<file path="src/rtl/rom_arbiter.sv">
// Round-robin arbiter that shares one combinational-read ROM port between the
// instruction-fetch requester (F) and the data-load requester (D).
module rom_arbiter #(
    parameter int ADDR_W      = 16,
    parameter int DATA_W      = 16,
    parameter int WAIT_CYCLES = 0
) (
    input  logic              clk,
    input  logic              rst,
    input  logic              f_req,
    input  logic [ADDR_W-1:0] f_addr,
    output logic              f_ack,
    output logic [DATA_W-1:0] f_rdata,
    input  logic              d_req,
    input  logic [ADDR_W-1:0] d_addr,
    output logic              d_ack,
    output logic [DATA_W-1:0] d_rdata,
    output logic [ADDR_W-1:0] rom_addr,
    output logic              rom_en,
    input  logic [DATA_W-1:0] rom_q,
    output logic              busy,
    output logic [1:0]        state_dbg
);

    // Handshake: a requester raises req with a stable addr and keeps both until
    // it sees a one-cycle ack; rdata is valid from that ack cycle onward. req must
    // be dropped in the cycle after ack, or IDLE treats it as a fresh request.
    typedef enum logic [1:0] {
        IDLE   = 2'd0,
        ACCESS = 2'd1,
        RESP   = 2'd2
    } state_t;

    localparam logic PORT_F = 1'b0;
    localparam logic PORT_D = 1'b1;
    localparam logic [3:0] WAIT_INIT = 4'(WAIT_CYCLES);

    state_t     state;
    state_t     state_nxt;
    logic       owner;
    logic       last_grant;
    logic [3:0] wait_cnt;
    logic       grant_f;
    logic       grant_d;

    // F wins a tie only when D held the ROM last, which gives strict alternation.
    always_comb begin
        grant_f = 1'b0;
        grant_d = 1'b0;
        if (state == IDLE) begin
            grant_f = f_req && (!d_req || (last_grant == PORT_D));
            grant_d = d_req && !grant_f;
        end
    end

    always_ff @(posedge clk) begin
        if (rst) state <= IDLE;
        else     state <= state_nxt;
    end

    always_comb begin
        state_nxt = state;
        case (state)
            IDLE:    if (grant_f || grant_d) state_nxt = ACCESS;
            ACCESS:  if (wait_cnt == 4'd0)   state_nxt = RESP;
            RESP:    state_nxt = IDLE;
            default: state_nxt = IDLE;
        endcase
    end

    always_ff @(posedge clk) begin
        if (rst) begin
            rom_addr   <= '0;
            owner      <= PORT_F;
            last_grant <= PORT_D;
            wait_cnt   <= 4'd0;
            f_rdata    <= '0;
            d_rdata    <= '0;
        end else begin
            case (state)
                IDLE: begin
                    if (grant_f || grant_d) begin
                        rom_addr <= grant_f ? f_addr : d_addr;
                        owner    <= grant_d ? PORT_D : PORT_F;
                        wait_cnt <= WAIT_INIT;
                    end
                end
                ACCESS: begin
                    if (wait_cnt == 4'd0) begin
                        if (owner == PORT_F) f_rdata <= rom_q;
                        else                 d_rdata <= rom_q;
                    end else begin
                        wait_cnt <= wait_cnt - 4'd1;
                    end
                end
                RESP:    last_grant <= owner;
                default: ;
            endcase
        end
    end

    // Outputs decode the registered state, so they are glitch-free and clear on reset.
    assign rom_en    = (state == ACCESS);
    assign busy      = (state == ACCESS) || (state == RESP);
    assign f_ack     = (state == RESP) && (owner == PORT_F);
    assign d_ack     = (state == RESP) && (owner == PORT_D);
    assign state_dbg = state;

endmodule

</file>
<file path="config.mk">
export PLATFORM = sky130hd
export DESIGN_NAME = rom_arbiter
export DESIGN_NICKNAME = d
export VERILOG_FILES = /design/src/rtl/rom_arbiter.sv
export SDC_FILE = /design/constraint.sdc
export NUM_CORES = 1
export LEC_CHECK = 0
export ABC_AREA = 1
export CAP_MARGIN = 0
export CORE_MARGIN = 2
export CORE_UTILIZATION = 45
export DETAILED_ROUTE_END_ITERATION = 12
export PLACE_DENSITY = 0.84
export SLEW_MARGIN = 40
export SYNTH_ARGS = -nofsm -noshare
export SYNTH_HDL_FRONTEND = slang
export SYNTH_SLANG_ARGS = --single-unit
</file>
<file path="constraint.sdc">
create_clock -name clk -period 4.1 [get_ports clk]
set_clock_uncertainty 0.15 [all_clocks]
set_input_delay 0.82 -clock clk [delete_from_list [all_inputs] [get_ports clk]]
set_output_delay 0.82 -clock clk [all_outputs]
set_load 0.02 [all_outputs]
</file>
# Word-level counts from Yosys, hierarchy flattened
# Cells that the tools add are included.
[totals]
out_inout_bits = 54
latch_bits = 0
in_bits = 52
reg_bits = 56
memories = 0
mem_bits_rw = 0
rom_bits = 0
[op_classes]
eq_ne = 5
order_cmp = 0
shift = 0
addsub = 1
div_mod_pow = 0
multipliers = 0
bitwise = 1
n_reduce_logical = 17
muxes = 10
[ops]
columns = ["op", "n"]
rows = [
  ["16-bit 2-to-1 mux", 1],
  ["3-bit AND reduction", 3],
  ["4-bit 2-to-1 mux", 2],
  ["4-bit one-hot mux with 2 select lines", 1],
  ["1-bit logical AND", 4],
  ["4-bit zero test", 1],
  ["2-bit 2-to-1 mux", 2],
  ["2-bit by 1-bit inequality test with 1-bit output (second input constant)", 2],
  ["2-bit one-hot mux with 2 select lines", 1],
  ["2-bit AND reduction", 2],
  ["4-bit by 1-bit subtractor with 4-bit output (second input constant)", 1],
  ["1-bit logical OR", 3],
  ["1-bit 2-to-1 mux", 3],
  ["2-bit by 1-bit equality test with 1-bit output (second input constant)", 1],
  ["2-bit equality test (second input constant)", 1],
  ["1-bit zero test", 2],
  ["2-bit zero test", 1],
  ["2-bit inequality test (second input constant)", 1],
  ["2-bit nonzero test", 1],
  ["1-bit NOT", 1],
]

# Longest topological paths before layout
[logic_depth]
ltp_word = 9
ltp_mapped = 9
ltp_nobuf = 9

# Least setup slack after synthesis
# OpenSTA, ideal clock, no wires.
[synth_path]
path_type = "reg2out"
start = "reg state[1], in the netlist state_dbg[1]"
end = "out f_ack"
n_path_buf = 0
slack_ns = 2.126
arrival_time_ns = 1.004
stages_incl_launch_ff = 4
cell_sequence = "dfxtp_1 ha_1 inv_1 nor2_1"
[synth_via]
elab_chain_cells = 2
[synth_rtl]
columns = ["element", "line_no", "source"]
rows = [
  ["from (decl)", "38", "state_t state;"],
  ["from (signal assigned)", "58", "else state <= state_nxt;"],
  ["2-bit equality test", "105", "assign f_ack = (state == RESP) && (owner == PORT_F);"],
  ["1-bit logical AND", "105", ""],
  ["to (decl)", "12", "output logic f_ack,"],
]
# No other way between the ends.

# Final worst setup path
[layout_path]
start = "reg owner"
end = "out d_ack"
[layout_via]
elab_chain_cells = 1
[layout_rtl]
columns = ["element", "line_no", "source"]
rows = [
  ["from (decl)", "40", "logic owner;"],
  ["from (signal assigned)", "84", "owner <= grant_d ? PORT_D : PORT_F;"],
  ["1-bit logical AND", "106", "assign d_ack = (state == RESP) && (owner == PORT_D);"],
  ["to (decl)", "16", "output logic d_ack,"],
]
# No other way between the ends.

==> results.md <==
- Status: finished, final reports clean
- P&R area growth vs syn: 47.0%
- Post-DP HPWL: 4600 um
- Hold Violations, Final: 0
- Post-CTS Setup Bufs: 0
- Mapped cell area: 2480 um^2
- Iter 0 DRT Violations: ~120
- Hold Buf Count CTS: 0
- Count of pins over their slew limit: 0
- Starting Density: 0.458
- Leak Pwr: ~1.5 nW
- Die H: 78.2 um
- Worst slew pin tran: 0.782 ns
- Antenna Violating Nets Remaining: 0
- Synth Register Bits: 56
- Worst Setup Start Kind: flip-flop
- Post-Synthesis Cells: 352
- Cell Rows: 27
- Combinational power share: 0.504
- Register share of total power: 0.351
- Via count: around 2,500
- Peak Freq: roughly 330 MHz
- Num CTS Buffers: 5
- Clock Power Share: 0.144
- Global-route wire length before repair: 10,300 um
- H-tree lvl count: 2
- Vias in the first global route: between 2,000 and 2,500
- Die Wd: 78.2 um
- Pre-antenna DRT Iters: 5
- Syn_nets: 409
- Final core utilization: 0.674
- I/O Pins: 106
- Max Cap Viol: 0
- Root buffer cell: clkbuf_8
- Final Net Count: ~510
- CP Data Required Time: 3.13 ns
- Port buffer count: 105
- P_int: 1.28 mW
- Power Dens Cells: 600 nW/um^2
- Total negative slack: 0 ns
- Via density: 4.75
- Crit-path max FO: 21
- Critical path type: flip-flop to output pin
- Period utilisation layout: 0.731
- Tot GR Track Use: 0.209
- Final setup vio count: 0
- Final Cell Area: 3640 um^2
- Fin worst setup slack: 1.10 ns
- Sw power: 906 uW
- Share of the yosys chip area belonging to registers: 0.453
- Pin count of the biggest net entering global routing: 39
- Antenna cells: 0
- Initial antenna violation count: 0
- Total power: roughly 2.2 mW
- Fraction of layout cells with a size suffix above 1: 0.0467
- Yosys warns: 0
- Arr. time, crit path: 2.03 ns
- CTS tree: built
- Peak VDD IR: 333 uV
- Num Clock Sinks: 56
- Distinct cells, synth: 19
- Slew margin rel.: 0.478
- Worst hold path type: flip-flop to flip-flop
- Net switching fraction of the power: 0.415
- Final WL: 6130 um
- GP Congestion: 0.719
- Core ar.: about 5400 um^2
- WL/cell: 11.8 um
- Mean Syn Cell Area: 7.04 um^2
- Clk_lat worst skew: 0.31 ns
- Critical Path End Type: output pin
- Clock buffer depth: 2
- Cts repair resizes: 0
- RSZ-0062 raised after global routing: false
- Total grt overflow: 0
- Post-place setup slack: 1.40 ns
- Filler instances: 474
- Final min period: 3.00 ns
- Clock slew at reported path FFs: 0.10 ns
- Die area: 6110 um^2
- Placed cell area: approximately 3500 um^2
- Post-route DRC: 0
[per-layer routing]
| layer | GRT usage | part of all wire | up-vias | wire length, um |
|---|---|---|---|---|
| met3 | 0.0678 | 0.071 | 5 | 436 |
| met4 | 0.0579 | 0.0073 | 0 | 45 |
| met2 | 0.381 | 0.48 | 88 | 2940 |
| li1 | - | - | 1294 | - |
| met1 | 0.231 | 0.44 | 1093 | 2710 |
| met5 | 0 | 0 | - | 0 |
[state kept, by name, summed over array words and instances (netlist names)]
signal and flops:
d_rdata 16, state_dbg 2, last_grant 1, wait_cnt 4, f_rdata 16, rom_addr 16
owner 1
[placed cells by master, fill, tap and decap left out, drive strengths merged, types with 7 or more instances in the layout]
| cell | n |
|---|---|
| a21oi | 23 |
| nand2 | 51 |
| o21ai | 34 |
| nand3 | 24 |
| inv | 46 |
| dfxtp | 56 |
| clkbuf | 7 |
| nor2 | 75 |
| clkdlybuf4s50 | 105 |
| nor3 | 16 |
[critical path: stages, from the launching register on]
cell	delay [ns]
dfxtp_1	0.84
nand2_1	0.16
inv_1	0.10
clkdlybuf4s50_1	0.61
[cell usage after synthesis (all sizes together)]
| cell type | count | share of area |
|---|---|---|
| nor2 | 75 | 0.12 |
| dfxtp | 56 | 0.45 |
| nand2 | 51 | 0.079 |
| inv | 46 | 0.070 |
| o21ai | 34 | 0.069 |
| nand3 | 24 | 0.059 |
| a21oi | 23 | 0.046 |
| nor3 | 16 | 0.032 |
| buf | 11 | 0.025 |
| clkbuf | 6 | 0.0091 |
| ha | 5 | 0.025 |
| or2 | 3 | 0.0076 |
| nand4 | 1 | 0.0025 |
| o211ai | 1 | 0.0030 |
[power groups by stage]
stage	logic, mW	clock network, mW	registers [mW]
2_1_floorplan	0.568	0	0.904
3_3_place_gp	1.07	0	0.775
3_5_place_dp	1.11	0	0.779
4_1_cts	1.11	0.319	0.768
5_1_grt	1.23	0.339	0.786
6_report	1.10	0.316	0.767
[worst paths after layout]
kind | to | cells after the start | from | slack [ns]
min reg2reg | d_rdata[14] | 2 | d_rdata[14] | 0.30
max reg2reg | d_rdata[7] | 4 | owner | 1.80
max | d_ack | 3 | owner | 1.10
min | d_rdata[14] | 2 | d_rdata[14] | 0.30
[cell families (layout without fill, tap and decap cells)]
logic type | after synthesis | in the layout | synth area share
adder cells (fa/ha/maj) | 5 | 5 | 0.0253
buffers and inverters | 63 | 161 | 0.104
AND/OR/NAND/NOR | 170 | 170 | 0.300
AO/OA/AOI/OAI | 58 | 58 | 0.118
flip-flops | 56 | 56 | 0.453
[cell type report]
cell class / count / area, um^2 / share of cell area
Multi-Input combinational cell: 233 / 1100 / 0.302
Clock buffer: 7 / 86.3 / 0.0237
Tap cell: 72 / 90.1 / 0.0247
Clock inverter: 1 / 7.51 / 0.00206
Timing Repair Buffer: 107 / 1070 / 0.293
Sequential cell: 56 / 1120 / 0.308
Inverter: 46 / 173 / 0.0474
[per-stage QoR]
stage,hold WS (ns),instances
final,0.300,522
after global routing,0.320,522
after CTS,0.302,522
after detailed placement,0.287,514
after global placement,0.284,513
after floorplan,0.302,352
Power figures use the tool's default switching activity.
==> RTL edit, RTL diff (same flow settings) <==
Set the parameter `DATA_W` to 20 (it was 16).
--- a/src/rtl/rom_arbiter.sv
+++ b/src/rtl/rom_arbiter.sv
@@ -4,3 +4,3 @@
     parameter int ADDR_W      = 16,
-    parameter int DATA_W      = 16,
+    parameter int DATA_W      = 20,
     parameter int WAIT_CYCLES = 0
Ports: changed (resized d_rdata, f_rdata and rom_q); port bits go from 106 to 118. No check against the original RTL was run, so the function may have changed too.
==> RTL edit against the unedited design <==
- cell area rose by 14%
- routed wire length rose by 14%
- worst setup slack improved by 0.21 ns
- sequential cell count rose by 8
- synthesized area rose by 12%
- hold slack got worse by 0.0048 ns
- die area rose by 12%
- register-to-register slack improved by 0.34 ns
- total power rose by 20%
- critical path type unchanged
- largest cell class unchanged
==> RTL edit: results (changes against the unedited design) <==
IR drop worst, VDD 0.3129 mV (-5.9%); Synth async-reset ratio 0% (unchanged); worst-skew pair later-pin latency 0.33 ns (+0.02 ns); Clock H-tree levels 3 (+1); Total GRT Usage 20.75% (-0.11 points); first-pass GRT wire length 10860 um (+5.0%); Netlist cell types 26 (+7); Placed Cells incl. Taps 563 (+9.5%); Port Buffers 117 (+11%); root buffer cell clkbuf_8; Post-DRT Antenna Nets 0 (unchanged); post-CTS setup buffer count 0 (unchanged); syn_nets 449 (+9.8%); RD Place Congestion 0.7986 (+11%); critical path fanouts, max 4 (-81%); Layout Cells excl Fill 579 (+11%); Lkg Pwr 1.694 nW (+13%); clock transition at the registers of the reported paths 0.07 ns (-0.03 ns); Vias/cell 4.794 (+0.92%); vias in the first global route 2514 (+4.4%); clock buffer count from CTS 9 (+4); hold path start d_rdata[18]; WL/cell 12.05 um (+2.6%); Synth Flop Type dfxtp_1; Avg Inst Size Synth 7.169 um2 (+1.9%); Diodes inserted 0 (unchanged); clk buf depth 2 (unchanged); slowest CP cell clkdlybuf4s50_1; status finished clean; total global routing overflow 0 (unchanged); CP Data Arrival Time 1.82 ns (-0.21 ns); layout cells sized above 1 8.135% (+3.5 points); Worst Max-Slew Pin Slew 0.6523 ns (-0.1293 ns); largest net degree at the start of global routing 47 (+21%); DRC violations left 0 (unchanged); antenna violations before repair 0 (unchanged); Seq/Total Area, Yosys 46.06% (+0.81 points); fill count 489 (+3.2%); CP delay by family, top buffers and inverters; crit path from state_dbg[0]; Gates resized, CTS repair 0 (unchanged); DP HPWL 5132 um (+12%); leading cell types by count after synthesis 78 x nor2_1, 64 x dfxtp_1, 45 x inv_1; top flop regs d_rdata: 20 flops, f_rdata: 20 flops, rom_addr: 16 flops; 1st-iter DRT viols 85 (-26%); Fin Setup TNS 0 ns (unchanged); Synthesis Warnings 0 (unchanged); slowest stage delay, CP 0.60 ns (-0.24 ns); top post-synthesis cells by area dfxtp_1 46%, nor2_1 11%, o21ai_1 7.4%; First-pass DRT Iterations 4 (-1); HP Class reg -> reg
[RTL edit: cell count changes in the layout (fill, tap and decap cells not counted), moves of 4 or more]
cell             change
o21ai_1             +41
o21ai_0             -33
nor3_1               +4
clkdlybuf4s50_1     +12
dfxtp_1              +7
a21oi_1              +4
nand2_1             -10
nand2_2             +10
nor2_1               +5
clkinv_2             +5
[RTL edit: worst reg2reg max path, stage by stage (launching register included)]
cell and delay [ns]:
dfxtp_1 0.39, inv_1 0.10, ha_1 0.31, nand3_4 0.26, clkinv_2 0.31, nand2_1 0.14, nand2_1 0.06, nor2_1 0.08
nor2_1 0.04
[RTL edit: final timing paths]
| check | end | slack (ns) | depth (start not counted) |
|---|---|---|---|
| min | d_rdata[18] | 0.30 | 2 |
| max reg2reg | rom_addr[1] | 2.14 | 8 |
| min reg2reg | d_rdata[18] | 0.30 | 2 |
| max | d_ack | 1.31 | 5 |
[RTL edit: final cells by class]
class	count	area (um2)	share of cell area, %
Sequential cell	64	1282	30.87
Clock buffer	10	127.6	3.072
Clock inverter	6	60.06	1.446
Timing Repair Buffer	121	1201	28.92
Tap cell	75	93.84	2.259
Multi-Input combinational cell	253	1199	28.86
Inverter	50	190.2	4.578
[RTL edit: kinds of logic after synthesis]
logic type	synth area share (%)
AO/OA/AOI/OAI	12.69
adder cells (fa/ha/maj)	2.249
buffers and inverters	10.84
flip-flops	46.06
AND/OR/NAND/NOR	28.16
[RTL edit: metal layers]
metal | global-route usage (%) | vias to the layer above | part of all wire (%) | wire length, um
met5 | 0 | - | 0 | 0
met4 | 9.836 | 0 | 1.9 | 131
met3 | 4.674 | 10 | 7.2 | 500
met2 | 35.89 | 100 | 47 | 3295
met1 | 24.22 | 1213 | 44 | 3050
li1 | - | 1453 | - | -
[RTL edit: where the power goes]
| group | switching [mW] | total, mW | internal, mW | leakage (nW) |
|---|---|---|---|---|
| Sequential | 0.0981 | 0.875 | 0.777 | 0.523 |
| Clock | 0.244 | 0.521 | 0.278 | 0.0920 |
| Combinational | 0.709 | 1.22 | 0.515 | 1.08 |
[RTL edit: per-stage QoR]
stage	total power [mW]	util [%]	worst slack, ns	hold WS, ns	cell area [um2]
after floorplan	1.653	-	2.126	0.3016	2781
after global placement	2.078	66.58	1.419	0.2819	3965
after detailed placement	2.115	66.58	1.400	0.2879	3965
after CTS	2.641	69.73	1.036	0.2989	4153
after global routing	2.797	69.75	1.189	0.3157	4154
final	2.621	69.75	1.311	0.2954	4154
